--- src/rtl/perceptron_pkg.sv ---
// Shared types and constants for the perceptron trainer: FSM states, DELTA
// encodings, truth-table size and the sample-shuffle LFSR step function.
package perceptron_pkg;

  typedef enum logic [1:0] {
    ST_IDLE  = 2'd0,
    ST_TRAIN = 2'd1,
    ST_DONE  = 2'd2,
    ST_FAIL  = 2'd3
  } state_t;

  localparam logic [1:0] DELTA_ZERO = 2'b00;
  localparam logic [1:0] DELTA_POS  = 2'b01;
  localparam logic [1:0] DELTA_NEG  = 2'b11;

  localparam int NUM_SAMPLES = 4;

  localparam logic [3:0] LFSR_SEED = 4'b1001;

  // Fibonacci step for x^4 + x^3 + 1: shift left, feed back the two top taps.
  function automatic logic [3:0] lfsr_next(input logic [3:0] q);
    return {q[2:0], q[3] ^ q[2]};
  endfunction

endpackage

--- src/rtl/sample_lfsr.sv ---
// 4-bit LFSR that picks the per-epoch sample permutation; o_next_sel is the
// low two bits of the value the register takes at the coming edge.
module sample_lfsr
  import perceptron_pkg::*;
(
  input  logic       CLK,
  input  logic       RST_N,
  input  logic       i_load,
  input  logic       i_en,
  output logic [1:0] o_next_sel
);

  logic [3:0] r_lfsr;
  logic [3:0] w_next;

  always_comb begin
    w_next = r_lfsr;
    if (i_load) begin
      w_next = LFSR_SEED;
    end else if (i_en) begin
      w_next = lfsr_next(r_lfsr);
    end
  end

  always_ff @(posedge CLK or negedge RST_N) begin
    if (!RST_N) begin
      r_lfsr <= LFSR_SEED;
    end else begin
      r_lfsr <= w_next;
    end
  end

  assign o_next_sel = w_next[1:0];

endmodule

--- src/rtl/perceptron_trainer.sv ---
// Teacher for the single-layer perceptron core: plays the 4-entry truth table
// once per epoch until an error-free epoch or MAX_EPOCHS. Optional sample
// shuffling is enabled with `define PERC_TRAINER_SHUFFLE_EN.
module perceptron_trainer
  import perceptron_pkg::*;
#(
  parameter int MAX_EPOCHS = 15,
  parameter int EPOCH_W    = 4
) (
  input  logic               CLK,
  input  logic               RST_N,
  input  logic               START,
  input  logic [3:0]         FUNC,
  input  logic               Z,
  input  logic [1:0]         DELTA,
  output logic               X1,
  output logic               X2,
  output logic               S,
  output logic               BUSY,
  output logic               DONE,
  output logic               FAIL,
  output logic [EPOCH_W-1:0] EPOCH,
  output logic [2:0]         ERR_CNT
);

  state_t             r_state;
  state_t             w_next_state;
  logic [3:0]         r_func;
  logic [1:0]         r_idx;
  logic [2:0]         r_acc;
  logic [2:0]         r_err_cnt;
  logic [EPOCH_W-1:0] r_epoch;
  logic               r_x1;
  logic               r_x2;
  logic               r_s;

  logic               w_train;
  logic               w_start;
  logic               w_epoch_end;
  logic               w_err;
  logic [2:0]         w_err_final;
  logic [EPOCH_W-1:0] w_epoch_inc;
  logic               w_last;
  logic [1:0]         w_next_idx;
  logic [1:0]         w_pres_idx;
  logic [3:0]         w_func;

  assign w_train     = (r_state == ST_TRAIN);
  assign w_start     = START && !w_train;
  assign w_epoch_end = w_train && (r_idx == 2'(NUM_SAMPLES - 1));
  // The illegal 2'b10 code is treated as an error like any other nonzero value.
  assign w_err       = (DELTA != DELTA_ZERO);
  assign w_err_final = r_acc + {2'b00, w_err};
  assign w_epoch_inc = r_epoch + 1'b1;
  assign w_last      = (w_epoch_inc == EPOCH_W'(MAX_EPOCHS));
  assign w_next_idx  = w_start ? 2'd0 : r_idx + 2'd1;
  assign w_func      = w_start ? FUNC : r_func;

`ifdef PERC_TRAINER_SHUFFLE_EN
  logic [1:0] w_lfsr_sel;

  sample_lfsr u_lfsr (
    .CLK        (CLK),
    .RST_N      (RST_N),
    .i_load     (w_start),
    .i_en       (w_epoch_end),
    .o_next_sel (w_lfsr_sel)
  );

  assign w_pres_idx = w_next_idx ^ w_lfsr_sel;
`else
  assign w_pres_idx = w_next_idx;
`endif

  always_ff @(posedge CLK or negedge RST_N) begin
    if (!RST_N) begin
      r_state <= ST_IDLE;
    end else begin
      r_state <= w_next_state;
    end
  end

  always_comb begin
    w_next_state = r_state;
    case (r_state)
      ST_TRAIN: begin
        if (w_epoch_end) begin
          if (w_err_final == 3'd0) begin
            w_next_state = ST_DONE;
          end else if (w_last) begin
            w_next_state = ST_FAIL;
          end
        end
      end
      default: begin
        if (START) begin
          w_next_state = ST_TRAIN;
        end
      end
    endcase
  end

  always_ff @(posedge CLK or negedge RST_N) begin
    if (!RST_N) begin
      r_idx     <= 2'd0;
      r_acc     <= 3'd0;
      r_err_cnt <= 3'd0;
      r_epoch   <= '0;
      r_x1      <= 1'b0;
      r_x2      <= 1'b0;
      r_s       <= 1'b0;
    end else begin
      if (w_start) begin
        r_idx   <= 2'd0;
        r_acc   <= 3'd0;
        r_epoch <= '0;
      end else if (w_train) begin
        r_idx <= w_next_idx;
        if (w_epoch_end) begin
          r_err_cnt <= w_err_final;
          r_epoch   <= w_epoch_inc;
          r_acc     <= 3'd0;
        end else begin
          r_acc <= w_err_final;
        end
      end
      // Sample presented next cycle; zeros in hold so the core sees no input.
      if (w_next_state == ST_TRAIN) begin
        r_x1 <= w_pres_idx[1];
        r_x2 <= w_pres_idx[0];
        r_s  <= w_func[w_pres_idx];
      end else begin
        r_x1 <= 1'b0;
        r_x2 <= 1'b0;
        r_s  <= 1'b0;
      end
    end
  end

  always_ff @(posedge CLK) begin
    if (w_start) begin
      r_func <= FUNC;
    end
  end

  assign X1      = r_x1;
  assign X2      = r_x2;
  // Echoing Z back as the target forces DELTA to zero, freezing the weights.
  assign S       = w_train ? r_s : Z;
  assign BUSY    = w_train;
  assign DONE    = (r_state == ST_DONE);
  assign FAIL    = (r_state == ST_FAIL);
  assign EPOCH   = r_epoch;
  assign ERR_CNT = r_err_cnt;

endmodule

--- config.mk ---
export PLATFORM = sky130hd
export DESIGN_NAME = perceptron_trainer
export DESIGN_NICKNAME = d
export VERILOG_FILES = /design/src/rtl/perceptron_pkg.sv /design/src/rtl/sample_lfsr.sv /design/src/rtl/perceptron_trainer.sv
export SDC_FILE = /design/constraint.sdc
export NUM_CORES = 1
export LEC_CHECK = 0
export CAP_MARGIN = 15
export CORE_ASPECT_RATIO = 1.2
export CORE_MARGIN = 2
export CORE_UTILIZATION = 48
export DETAILED_ROUTE_END_ITERATION = 16
export HOLD_SLACK_MARGIN = 0.1
export PLACE_DENSITY = 0.75
export SYNTH_ARGS = -nofsm -noshare
export SYNTH_HDL_FRONTEND = slang
export SYNTH_SLANG_ARGS = --single-unit
export TNS_END_PERCENT = 50
--- constraint.sdc ---
create_clock -name CLK -period 2.1 [get_ports CLK]
set_input_delay 0.21 -clock CLK [delete_from_list [all_inputs] [get_ports CLK]]
set_output_delay 0.21 -clock CLK [all_outputs]
set_load 0.01 [all_outputs]
# == After elaboration in Yosys (flattened, before gate mapping) ==
# Index checks and enable logic that the tools add are counted.
# W data, S select, Z words.
# word_totals
in_bits,10
ff_bits,21
output_inout_bits,13
# classes
magnitude_cmp,1
n_addsub,3
mux,21
reduce_logical,9
bitwise_logic,1
n_eq_ne,6
# op_table
operator,n
$mux W2,8
$mux W4,4
$mux W3,3
$eq A2 B2 Y1 const B,3
$reduce_bool A2 Y1,3
$mux W1,5
$add A4 B1 Y4 const B,1
$eq A2 B1 Y1 const B,2
$eq A4 B4 Y1 const B,1
$add A3 B1 Y3,1
$logic_not A3 Y1,1
$lt A2 B3 Y1 const B,1
$reduce_and A3 Y1,1
$add A2 B1 Y2 const B,1
$bmux W1 S2,1
$logic_and A1 B1 Y1,2
$reduce_and A2 Y1,1
$logic_not A1 Y1,1
$not A1 Y1,1

# == Depth between registers and ports, before layout ==
# Gate-level depths: netlist of run 1.
# logic_depth
ltp_word,8
ltp_mapped,7
ltp_nobuf,7

# == Worst setup path after synthesis of run 1 ==
# OpenSTA, ideal clock, no wires.
# synth_path
kind,input port to flip-flop
start,in DELTA[1]
end,reg r_x1 (netlist: X1)
setup_slack_ps,503
stages,7
arrival_time_ps,1469
setup_ps,128
path_buffers,0
cell_sequence,or2_2 ha_1 ha_1 xnor2_1 nand2_1 a31oi_2 nor2_1
# synth_between
elab_chain_len,8
# synth_rtl
item,line_no,text
from (decl),perceptron_trainer.sv:15,"input logic [1:0] DELTA,"
$reduce_bool A2 Y1,perceptron_trainer.sv:52,assign w_err = (DELTA != DELTA_ZERO);
$add A3 B1 Y3,perceptron_trainer.sv:53,"assign w_err_final = r_acc + {2'b00, w_err};"
$logic_not A3 Y1,perceptron_trainer.sv:88,if (w_err_final == 3'd0) begin
$mux W2,perceptron_trainer.sv:88,
$mux W2,perceptron_trainer.sv:87,if (w_epoch_end) begin
$mux W2,perceptron_trainer.sv:85,case (r_state)
$eq A2 B1 Y1,perceptron_trainer.sv:128,if (w_next_state == ST_TRAIN) begin
$mux W1,perceptron_trainer.sv:128,
to (signal assigned),perceptron_trainer.sv:129,r_x1 <= w_pres_idx[1];
to (decl),perceptron_trainer.sv:33,logic r_x1;
# Every way passes these cells.
# A chain may end at the register's enable or synchronous reset.

# == Worst setup path after layout of run 1 ==
# layout_path
start,reg r_state[1]
end,out S
# layout_between
elab_chain_len,2
# layout_rtl
item,line_no,text
from (decl),perceptron_trainer.sv:26,state_t r_state;
from (signal assigned),perceptron_trainer.sv:79,r_state <= w_next_state;
$eq A2 B1 Y1,perceptron_trainer.sv:48,assign w_train = (r_state == ST_TRAIN);
$mux W1,perceptron_trainer.sv:149,assign S = w_train ? r_s : Z;
to (decl),perceptron_trainer.sv:18,"output logic S,"
# Every way passes these cells.

==> implementation parameters, run 1 <==
Parameter                              Value

Worst setup path
  R2R Path Start ... r_acc[0]
  Cell seen most often among critical-path stages ... sky130_fd_sc_hd__nand2_1
  Critical-path cell with the highest stage delay ... sky130_fd_sc_hd__clkdlybuf4s50_1
  R2R depth ... 6
  Longest individual stage delay on the worst path ... 0.53 ns
  Required arrival time at the worst endpoint ... 1.89 ns
  Cell-by-cell trace of the critical path ... nand2b_4 > clkinv_4 > nand2_1 > nand2_1 > clkdlybuf4s50_1
  Startpoint kind of the worst setup timing path ... flop
  Crit path buffers/inverters ... 2
  End of the worst register-to-register path ... X1
  Setup slack of the worst register-to-register path ... 0.50 ns
  Critical Path Sink Type ... output pin
  Kind of cell adding the most delay to the critical path ... buffers and inverters
  Worst path arrival time ... 1.66 ns
  Crit path kind ... flop to output pin
  Largest fanout on the critical path ... 12

Route
  Mean number of vias per cell ... 5.552
  Detailed route wirelength on metal2 ... 944 um
  Sum of routed wire segments on met1 ... 808 um
  Final routed DRC violation total ... 0
  Drt first-iter violations ... 17
  Detail Route met3 WL ... 68 um
  Count of vias placed by the detailed router ... 744
  Aggregate routed wire length ... 1832 um
  Residual antenna-violating net count after detailed routing ... 0
  1st-pass router iterations ... 4
  Highest metal layer with signal wires ... met4
  Wire length per cell after detailed routing ... 13.67 um

Yosys
  Fraction of the yosys area taken by sequential cells ... 51.53%
  Leading post-synthesis cells by cell area ... sky130_fd_sc_hd__dfrtp_1 (43%), sky130_fd_sc_hd__dfxtp_1 (8.2%), sky130_fd_sc_hd__ha_1 (6.4%)
  Syn Area/Cell ... 11.15 sq um
  Net count of the mapped netlist ... 103
  Count of distinct cell types in the synthesized netlist ... 32
  Commonest register cell after synthesis ... sky130_fd_sc_hd__dfrtp_1
  Most numerous cell types in the synthesized netlist ... sky130_fd_sc_hd__dfrtp_1 (17), sky130_fd_sc_hd__nand2_1 (15), sky130_fd_sc_hd__o21ai_0 (6)
  Async set-or-reset flop fraction in the synthesized netlist ... 80.95%
  Most frequently used cell type in the post-synthesis netlist ... sky130_fd_sc_hd__dfrtp_1
  Number of enable flip-flop cells after synthesis ... 0
  Flip-flop and latch count after synthesis ... 21
  Cell count after synthesis ... 88
  Total standard cell area after synthesis ... 980.9 sq um
  Top cell type's share of synthesized area ... 43.37%
  Total of warnings raised by yosys ... 0
  Largest area contributor in the synthesized netlist ... sky130_fd_sc_hd__dfrtp_1

Clocking
  CTS Hold Buffers Added ... 0
  TritonCTS clock tree ... yes
  Clock buffer count from CTS ... 3
  Number of gates given a new drive strength after cts ... 0
  Clock sink count ... 21
  Clock network latency to the later pin of the worst-skew pair ... 0.29 ns
  Post-CTS Setup Bufs ... 0
  Clk root buf ... sky130_fd_sc_hd__clkbuf_4
  Worst-path clk slew ... 0.11 ns
  Maximum root-to-sink buffer count ... 2
  H-tree level count ... 1

Placed design
  Post-place setup slack ... 0.02306 ns
  Weighted congestion at the end of routability-driven global placement ... 0.8070
  DPL Wire Length ... 1441 um
  Post-Place Cell Area ... 0.001235 sq mm
  Count of buffers from port buffering ... 22

Die
  Area of the core ... 0.001893 sq mm
  Starting density of the core ... 51.82%
  Row count ... 17
  X dimension of the die ... 45.27 um
  Die Area ... 0.002423 sq mm
  Number of primary I/O pins ... 23
  Chip Height ... 53.52 um

STA
  Actual slew at the worst max-slew pin ... 0.7391 ns
  Top achievable clock speed ... 535.0 MHz
  Worst rel slew slack ... 50.57%
  Setup total negative slack ... 0 ns
  Final WS setup ... 0.2310 ns
  Number of failing hold endpoints at the final stage ... 0
  Clock period minus worst slack ... 1.869 ns
  Setup skew after layout ... 0.007611 ns
  Post-route fraction of the period consumed by the critical path ... 89.00%
  RSZ-0062 raised after global routing ... no
  Endpoints failing setup ... 0
  Final Max Slew Viols ... 0

Layout
  Design area ... 0.001261 sq mm
  Antenna fix cells ... 0
  Number of nets in the final layout ... 131
  Share of cells above drive strength 1 ... 17.39%
  Combined area of the multi-input logic cells ... 450.4 sq um
  Layout overhead on the synthesized area ... 28.57%
  # fillers ... 155
  Seq. cell area ... 505.5 sq um

Worst hold path
  Min-Delay Path Class ... primary input to asynchronous set/reset pin

Status
  Outcome ... finished, final reports clean

Power
  Total power of the final layout ... 2.063 mW
  Leakage power figure ... 0.5483 nW
  Max rail drop VDD ... 1.208 mV
  Total net switching power ... 0.7859 mW
  Internal power ... 1.277 mW
  Clk pwr share ... 8.9%
  Net switching share of the total power ... 38.09%
  Logic gate share of total power ... 54.4%
  Register share of total power ... 36.7%
  Power density of the placed cells ... 1636 mW/mm^2

GRT
  Remaining global-route overflow ... 0
  Gr usage total ... 17.68%
  Vias in the first global route ... 706
  Global-route wire length before repair ... 3036 um
  Antenna violations before repair ... 0
  Maximum number of pins on one net before global-route repair ... 18

Flow run
  Number of violations of the max-capacitance limit ... 0
-- registers in the layout (all words and copies together) (netlist names) --
name / count
r_state: 2
X2: 1
EPOCH: 4
X1: 1
r_acc: 3
r_idx: 2
r_s: 1
r_func: 4
ERR_CNT: 3
-- how the worst max path moves through the flow --
stage | slack, ns | endpoint | start | cells past startpoint
global placement | 0.05 | X1 | DELTA[1] | 8
global route | 0.16 | S | r_state[1] | 5
finish | 0.23 | S | r_state[1] | 5
detailed placement | 0.02 | X1 | DELTA[1] | 8
floorplan | 0.50 | X1 | DELTA[1] | 7
CTS | 0.22 | S | r_state[1] | 5
-- area by class of cell --
type / instances / area share (%)
clock buffer: 4 / 2.083
multi-input combinational: 62 / 35.71
tap: 19 / 1.885
sequential: 21 / 40.08
timing repair buffer: 24 / 18.65
inverter: 4 / 1.587
-- metal layers --
metal / vias to the layer above / global-route usage, %
met2: 17 / 31.43
met1: 360 / 20.95
met5: - / 0
met3: 2 / 3.413
met4: 0 / 5.882
li1: 365 / -
-- power by group through the flow --
stage          clock, mW  combinational, mW  sequential, mW
2_1_floorplan          0              0.681           0.767
3_3_place_gp           0               1.11           0.761
3_5_place_dp           0               1.13           0.766
4_1_cts            0.188               1.14           0.757
5_1_grt            0.210               1.23           0.785
6_report           0.183               1.12           0.757
-- through the flow --
step                utilization [%]  cells  hold WS [ns]
floorplan                         -     88      -0.08559
global placement              65.23    130        0.4284
detailed placement            65.23    130        0.4436
CTS                           66.62    134        0.3696
global route                  66.62    134        0.3908
finish                        66.62    134        0.3437
-- cell usage in the layout, fill, tap and decap left out, types with 2 or more instances in the layout --
cell	count
sky130_fd_sc_hd__nor3b_1	2
sky130_fd_sc_hd__ha_1	5
sky130_fd_sc_hd__a31o_2	2
sky130_fd_sc_hd__mux2_2	5
sky130_fd_sc_hd__buf_4	2
sky130_fd_sc_hd__inv_1	3
sky130_fd_sc_hd__nand3_1	5
sky130_fd_sc_hd__nand2_1	15
sky130_fd_sc_hd__nor2_1	3
sky130_fd_sc_hd__o21ai_0	6
sky130_fd_sc_hd__clkbuf_4	3
sky130_fd_sc_hd__dfrtp_1	17
sky130_fd_sc_hd__clkdlybuf4s50_1	22
sky130_fd_sc_hd__dfxtp_1	4
-- cells by family after synthesis --
| kind of cell | count (synthesis) | share of synthesized area, % |
|---|---|---|
| compound gates | 15 | 11.35 |
| xor+xnor | 2 | 1.786 |
| fa+ha+maj | 5 | 6.378 |
| buf+inv | 5 | 2.551 |
| flops | 21 | 51.53 |
| mux | 6 | 8.035 |
| simple gates | 34 | 18.37 |
(Power assumes the default switching activity.)
==> inputs of run 2 (changes only) <==
- ABC_CLOCK_PERIOD_IN_PS: default -> 2100
==> results of run 2 <==
Final layout, timing and power as in run 1 (identical DEF).
